## src/rtl/truth_table_sweeper.sv

```systemverilog
// Drives every input combination of a small combinational block, waits SETTLE cycles,
// samples its output and assembles the truth table. Optional comparator: TT_COMPARE_EN.
module truth_table_sweeper #(
  parameter  int N_IN   = 3,
  parameter  int SETTLE = 2,
  localparam int TT_W   = 1 << N_IN
) (
  input  logic            clk,
  input  logic            rst,
  input  logic            start,
  output logic [N_IN-1:0] dut_in,
  input  logic            dut_out,
  output logic            busy,
  output logic            done,
  output logic            tt_valid,
  output logic [TT_W-1:0] truth_table
`ifdef TT_COMPARE_EN
  ,
  input  logic [TT_W-1:0] expected_tt,
  output logic            mismatch
`endif
);

  localparam logic [1:0] S_IDLE   = 2'd0;
  localparam logic [1:0] S_SETTLE = 2'd1;
  localparam logic [1:0] S_SAMPLE = 2'd2;
  localparam logic [1:0] S_DONE   = 2'd3;

  localparam logic [7:0] CNT_LOAD = 8'(SETTLE - 1);

  logic [1:0]      state_q, state_d;
  logic [N_IN-1:0] dut_in_q, dut_in_d;
  logic [7:0]      cnt_q, cnt_d;
  logic            busy_q, busy_d;
  logic            tt_valid_q, tt_valid_d;
  logic [TT_W-1:0] tt_q, tt_d;
`ifdef TT_COMPARE_EN
  logic            mismatch_q, mismatch_d;
`endif

  always_comb begin
    state_d    = state_q;
    dut_in_d   = dut_in_q;
    cnt_d      = cnt_q;
    busy_d     = busy_q;
    tt_valid_d = tt_valid_q;
    tt_d       = tt_q;
`ifdef TT_COMPARE_EN
    mismatch_d = mismatch_q;
`endif
    case (state_q)
      S_IDLE: begin
        if (start) begin
          dut_in_d   = '0;
          tt_d       = '0;
          tt_valid_d = 1'b0;
          cnt_d      = CNT_LOAD;
          busy_d     = 1'b1;
          state_d    = S_SETTLE;
`ifdef TT_COMPARE_EN
          mismatch_d = 1'b0;
`endif
        end
      end
      S_SETTLE: begin
        if (cnt_q == 8'd0) state_d = S_SAMPLE;
        else               cnt_d   = cnt_q - 8'd1;
      end
      S_SAMPLE: begin
        tt_d[dut_in_q] = dut_out;
        // Last combination: hold dut_in at all-ones rather than wrapping.
        if (&dut_in_q) begin
          busy_d  = 1'b0;
          state_d = S_DONE;
        end else begin
          dut_in_d = dut_in_q + N_IN'(1);
          cnt_d    = CNT_LOAD;
          state_d  = S_SETTLE;
        end
      end
      default: begin
        tt_valid_d = 1'b1;
`ifdef TT_COMPARE_EN
        mismatch_d = (tt_q != expected_tt);
`endif
        state_d    = S_IDLE;
      end
    endcase
  end

  always_ff @(posedge clk or posedge rst) begin
    if (rst) begin
      state_q    <= S_IDLE;
      dut_in_q   <= '0;
      cnt_q      <= '0;
      busy_q     <= 1'b0;
      tt_valid_q <= 1'b0;
      tt_q       <= '0;
`ifdef TT_COMPARE_EN
      mismatch_q <= 1'b0;
`endif
    end else begin
      state_q    <= state_d;
      dut_in_q   <= dut_in_d;
      cnt_q      <= cnt_d;
      busy_q     <= busy_d;
      tt_valid_q <= tt_valid_d;
      tt_q       <= tt_d;
`ifdef TT_COMPARE_EN
      mismatch_q <= mismatch_d;
`endif
    end
  end

  assign dut_in      = dut_in_q;
  assign busy        = busy_q;
  assign done        = (state_q == S_DONE);
  assign tt_valid    = tt_valid_q;
  assign truth_table = tt_q;
`ifdef TT_COMPARE_EN
  assign mismatch    = mismatch_q;
`endif

endmodule
```

## config.mk

```make
export PLATFORM = sky130hd
export DESIGN_NAME = truth_table_sweeper
export DESIGN_NICKNAME = d
export VERILOG_FILES = /design/src/rtl/truth_table_sweeper.sv
export SDC_FILE = /design/constraint.sdc
export NUM_CORES = 1
export LEC_CHECK = 0
export ABC_AREA = 1
export BUFFER_PORTS_ARGS = -buffer_cell sky130_fd_sc_hd__buf_2
export CORE_UTILIZATION = 42
export CTS_BUF_LIST = sky130_fd_sc_hd__clkbuf_4
export DETAILED_ROUTE_END_ITERATION = 10
export HOLD_SLACK_MARGIN = 0.08
export SLEW_MARGIN = 40
export SYNTH_ARGS = -nofsm -noshare
export SYNTH_HDL_FRONTEND = slang
export SYNTH_SLANG_ARGS = --single-unit
```

## constraint.sdc

```tcl
create_clock -name clk -period 4 [get_ports clk]
set_clock_uncertainty 0.2 [all_clocks]
set_input_delay 0.4 -clock clk [delete_from_list [all_inputs] [get_ports clk]]
set_output_delay 0.4 -clock clk [all_outputs]
set_load 0.01 [all_outputs]
```

==> flow_summary.yaml, run 1 <==
status:
  status: "finished, final reports clean"
setup_path:
  slowest_stage: "dfrtp_1"
  critPathKind: "reg2reg"
  path_buf_inv: 2
  start_kind: "flip-flop"
  crit_chain: "inv_1 > ha_1 > nor2_2 > a21oi_4 > nand2_4 > nand2_1 > nand2_1 > o21ai_1 > inv_1"
  cp_top_family: "flip-flops"
  cp_data_required_time_ps: 4020
  cpPeakStageDelay_ps: 460
  worstPathArrival_ps: 1990
  crit_fanout: 9
  crit_path_end_kind: "flip-flop"
sta:
  final-setup-viol-count: 0
  min_period_over_period_pct: 49.27
  slew_headroom_pct: 67.56
  max_freq_mhz: 507.4
  tightestPinTransition_ps: 485.9
  setup_ws_ps: 2029
  fin_tns_setup_ps: 0
  period_minus_slack_ps: 1971
  fin_hold_ws_ps: 166.6
  maxSlewViolCount: 0
  rsz0062_at_grt: "no"
  hold_viol_final: 0
flow_run:
  cap_violations: 0
cts:
  cts_tree: "yes"
  cts_buffers: 3
  cts.clk_slew.worst_paths_ps: 130
  post_cts_buffers: 0
  clk_latency_ps: 310
  postCtsHoldBufs: 1
  cts_num_sinks: 23
  cts-root-buf: "clkbuf_4"
  cts_buffer_depth: 2
  h-tree-depth: 1
  postCtsResizedCells: 0
floorplanning:
  initial_core_util_pct: 44.22
  fp-row-count: 20
  pin_count: 18
  die-area_um2: 3445
  core_region_area_um2: 3053
  die-width_um: 58.70
  die_h_um: 58.70
power:
  total_leakage_power_uw: 0.0008634
  total_power_uw: 1144
  ir_worst_vdd_mv: 0.3109
  powerDensity_nw_per_um2: 751.3
place:
  dp_hpwl_mm: 2.157
  io_buffers: 17
  gp_congestion: 0.9499
  pre_cts_ws_ps: 2037
detailed_routing:
  wl_per_cell_um: 11.53
  via_per_inst: 4.988
  antenna_left: 0
  drc: 0
  num_vias: 1212
  dr.pass1.iters: 2
  drt_iter0_markers: 59
  routed_wl_mm: 2.801
min_path:
  hold_class: "in2reg"
logic_synthesis:
  avgSynthCellArea_um2: 7.585
  synth_cell_type_count: 22
  syn_inst: 178
  ys_ff_latch: 23
  netlist_area_um2: 1350
  syn-num-nets: 189
  synth_warnings: 0
  yosysSeqAreaShare_pct: 42.63
grt:
  grt_pass1_wl_mm: 4.940
  antenna_found_initial: 0
  grtUsageTotal_pct: 18.89
  grt_pass1_vias: 1157
  grt_remaining_overflow: 0
  grt_max_degree: 24
finish:
  drive_gt1_share_pct: 16.08
  nets: 211
  num_antenna_cells: 0
  final_util_pct: 49.88
  syn_to_final_growth_pct: 12.79
[worst register-to-register path, cell delays in order, from the launching register on]
cell and delay (ps):
dfrtp_1 460, inv_1 100, ha_1 330, nor2_2 120, a21oi_4 250, nand2_4 130, nand2_1 90, nand2_1 50
o21ai_1 90, inv_1 50
[kinds of logic (layout without fill, tap and decap cells)]
logic type      Yosys count  after routing  share of synthesized area, %
buf+inv                  29             50                         8.155
fa+ha+maj                 7              7                         6.487
compound gates           24             24                         10.01
simple gates             93             93                         31.42
flops                    23             23                         42.63
xor+xnor                  2              2                         1.298
[path summary, 6_finish.rpt]
check | slack [ps] | endpoint | startpoint | depth (start not counted)
min reg2reg | 340 | busy | busy | 2
max in group asynchronous | 2840 | busy | rst | 3
max reg2reg | 2030 | truth_table[2] | state_q[0] | 9
min | 170 | truth_table[1] | dut_out | 3
max | 2030 | truth_table[2] | state_q[0] | 9
min in group asynchronous | 430 | cnt_q[2] | rst | 3
[cells in the mapped netlist]
library cell  number  share of area, %
nand2_1           44                12
inv_1             26               7.2
dfrtp_1           23                43
nor2_1            19               5.3
nand3_1           14               5.2
o21ai_0            9               3.3
ha_1               7               6.5
nand4_1            7               3.2
a21oi_1            6               2.2
o21ai_1            6               2.2
nand2_4            3               2.5
nand2_2            2              0.93
nor2_2             2              0.93
xnor2_1            2               1.3
a21oi_4            1               1.2
buf_2              1              0.37
clkinv_1           1              0.28
inv_2              1              0.28
nand3_2            1              0.74
nor3_1             1              0.37
o21bai_1           1              0.56
o22ai_1            1              0.46
[metrics by stage]
stage | std cells | area (um^2)
4_1_cts | 243 | 1523
3_3_place_gp | 238 | 1485
3_5_place_dp | 238 | 1485
2_1_floorplan | 178 | 1350
5_1_grt | 243 | 1523
6_report | 243 | 1523
[routing by layer]
layer / global-route usage [%] / routed length, um
met5: 0 / 0
met4: 8.503 / 53
met3: 2.637 / 49
met2: 33.99 / 1459
met1: 22.28 / 1238
[placed cells by master, fill, tap and decap left out]
cell / count
nand2_1: 44
inv_1: 25
dfrtp_1: 23
nor2_1: 19
buf_2: 17
nand3_1: 14
o21ai_0: 9
nand4_1: 7
ha_1: 7
a21oi_1: 6
o21ai_1: 6
nand2_4: 3
clkbuf_4: 3
xnor2_1: 2
nand2_2: 2
inv_2: 2
nor2_2: 2
clkinv_1: 1
nand3_2: 1
o21bai_1: 1
a21oi_4: 1
o22ai_1: 1
nor3_1: 1
clkinv_2: 1
dlygate4sd3_1: 1
[report_power, final]
part	internal, uW	switching [uW]	total (uW)
sequential	304	79.4	384
combinational	221	429	650
clock	37.4	72.6	110
total	563	581	1140
[flip-flops by register name, summed over array words and instances (netlist names)]
name / count
busy: 1
cnt_q: 8
dut_in: 3
state_q: 2
truth_table: 8
tt_valid: 1
[area by class of cell]
| class | count | area, um^2 |
|---|---|---|
| fillers | 326 | 1530 |
| flip-flops and latches | 23 | 575.6 |
| well taps | 44 | 55.05 |
| inverters | 28 | 105.1 |
| clock buffers | 3 | 22.52 |
| multi-input cells | 126 | 664.4 |
| clock inverters | 1 | 5.005 |
| repair buffers | 18 | 95.09 |
(Power assumes the default switching activity.)
==> inputs of run 2 (changes only) <==
Settings changed: ABC_AREA 1 to 0.
Clock period 4 ns to 1.7 ns, I/O delays scaled along.
==> run 2 against run 1 <==
Net effect:
- the run now ends with design-rule violations, negative setup slack left
- critical path depth decreased by 3
- cell count decreased by 8.2%
- clock-buffer cell count unchanged
- register-to-register slack got worse by 2200 ps
- synthesized cell count decreased by 25%
- setup slack got worse by 2200 ps
- non-clock buffer count increased by 41
- routed wire length increased by 22%
- critical path type unchanged
==> flow_summary.yaml, run 2 <==
setup_path:
  crit_fanout: 5
  worstPathArrival_ps: 1960
  slowest_stage: "dfrtp_2"
  cp_common_cell: "ha_4"
  cpPeakStageDelay_ps: 460
  start_kind: "flip-flop"
  cp_top_family: "simple AND/OR/NAND/NOR gates"
  critPathKind: "reg2reg"
  cp_data_required_time_ps: 1760
  crit_chain: "ha_4 > ha_4 > nand2_4 > nand4_1 > or4_1 > a21boi_1"
  path_buf_inv: 0
  crit_path_end_kind: "flip-flop"
flow_run:
  cap_violations: 0
place:
  gp_congestion: 0.7990
  dp_hpwl_mm: 2.311
  io_buffers: 17
  pre_cts_ws_ps: -232.0
power:
  ir_worst_vdd_mv: 0.9688
  total_power_uw: 3629
  powerDensity_nw_per_um2: 1814
  total_leakage_power_uw: 0.0009637
detailed_routing:
  antenna_left: 0
  routed_wl_mm: 3.404
  via_per_inst: 5.570
  drc: 6
  num_vias: 1242
  wl_per_cell_um: 15.26
  drt_iter0_markers: 60
  dr.pass1.iters: 9
finish:
  num_antenna_cells: 0
  syn_to_final_growth_pct: 53.31
  seq_area_um2: 578.1
  nets: 204
  mostFrequentLayoutCell: "buf_4"
  multiInputGateArea_um2: 907.1
  nFillCells: 214
  drive_gt1_share_pct: 53.65
  mostFrequentLayoutCells: "buf_4 (34), dfrtp_1 (21), buf_2 (17), nand2_1 (14), mux2i_1 (12)"
cts:
  cts_buffers: 3
  h-tree-depth: 1
  cts_tree: "yes"
  cts.clk_slew.worst_paths_ps: 150
  cts_num_sinks: 23
  cts-root-buf: "clkbuf_4"
  clk_latency_ps: 320
  cts_buffer_depth: 2
sta:
  max_freq_mhz: 525.8
  final-setup-viol-count: 15
  maxSlewViolCount: 0
  min_period_over_period_pct: 111.9
  hold_viol_final: 0
  slew_headroom_pct: 63.81
  rsz0062_at_grt: "yes"
  period_minus_slack_ps: 1902
  tightestPinTransition_ps: 542.3
  setup_ws_ps: -201.8
logic_synthesis:
  synth_cell_type_count: 37
  synth_flop_cell: "dfrtp_1"
  netlist_area_um2: 1305
  yosysSeqAreaShare_pct: 44.10
  yosysMostFrequentCell: "dfrtp_1"
  synth_largest_area_cell: "dfrtp_1"
  syn-num-nets: 144
  synth-edff-count: 0
  synth_top_area_share_pct: 44.10
  synth_warnings: 0
  avgSynthCellArea_um2: 9.812
  syn_inst: 133
  synth_common_cells: "dfrtp_1 (23), nand2_1 (20), mux2i_1 (12)"
  ys_ff_latch: 23
  ys_async_sr_fraction_pct: 100.0
  synth_area_leaders: "dfrtp_1 (44%), mux2i_1 (9.2%), ha_1 (6.7%)"
grt:
  grtUsageTotal_pct: 21.87
  grt_pass1_wl_mm: 5.540
  grt_pass1_vias: 1320
  grt_remaining_overflow: 0
  antenna_found_initial: 0
  grt_max_degree: 15
status:
  violations: "design-rule violations, negative setup slack"
  status: "finished with violations"
floorplanning:
  fp-row-count: 19
  die-area_um2: 3334
  die_h_um: 57.74
  die-width_um: 57.74
  core_region_area_um2: 2853
  pin_count: 18
  initial_core_util_pct: 45.75
min_path:
  hold_class: "in2async"
[run 2: what timing repair did]
action | CTS | global route
hold buffers | 3 | 0
setup buffers | 7 | 5
endpoints found under the hold margin | 18 | 0
gates resized for setup | 28 | 14
pin swaps | 9 | 4
endpoints found under the setup margin | 19 | 22
[run 2: stage by stage]
| stage | setup TNS (ps) | hold WS, ps | utilization, % | std cells | instance area (um^2) |
|---|---|---|---|---|---|
| 2_1_floorplan | -253.6 | -28.15 | - | 133 | 1389 |
| 3_3_place_gp | -1162 | 24.07 | 60.09 | 207 | 1714 |
| 3_5_place_dp | -1992 | 42.67 | 60.09 | 207 | 1714 |
| 4_1_cts | -1451 | 227.0 | 67.98 | 220 | 1939 |
| 5_1_grt | -2395 | 246.9 | 70.13 | 223 | 2001 |
| 6_report | -1364 | 212.2 | 70.13 | 223 | 2001 |
[run 2: final timing paths]
path	to	startpoint	slack, ps	depth (start not counted)
setup / recovery	cnt_q[5]	dut_in[0]	-200	6
hold / removal	truth_table[2]	rst	210	3
setup reg to reg	cnt_q[5]	dut_in[0]	-200	6
hold reg to reg	busy	busy	320	2
max in group asynchronous	cnt_q[2]	rst	520	4
min in group clk	busy	busy	320	2
[run 2: per-layer routing]
metal / share of wire, % / wire length (um) / vias up / global-route usage [%]
met1: 40 / 1372 / 610 / 23.11
met4: 1.5 / 50 / 0 / 9.864
li1: - / - / 605 / -
met2: 56 / 1904 / 21 / 42.36
met3: 2.2 / 76 / 6 / 3.348
met5: 0 / 0 / - / 0
[run 2: cell families (layout without fill, tap and decap cells)]
family                     count (synthesis)  after routing  synth area share [%]
and+or+nand+nor                           56             56                 23.39
muxes                                     13             13                 10.07
buffers and inverters                     10             69                 3.547
AOI/OAI and AO/OA                         24             24                 12.18
DFF                                       23             23                 44.10
adders and majority gates                  7              7                 6.711
[run 2: worst min-delay path: stages]
cell	delay, ps
dlygate4sd3_1	530
buf_2	120
inv_1	400
[run 2: layout make-up]
type | count | area share [%]
sequential | 23 | 28.89
timing repair buffer | 59 | 21.33
inverter | 6 | 1.126
clock inverter | 1 | 0.2502
multi-input combinational | 100 | 45.34
tap | 31 | 1.939
clock buffer | 3 | 1.126
[run 2: where the power goes]
part | total [uW] | leakage (uW) | internal, uW | switching, uW
registers | 895 | 0.000297 | 726 | 170
logic | 2460 | 0.000649 | 1280 | 1180
clock network | 274 | 0.0000177 | 88.2 | 186
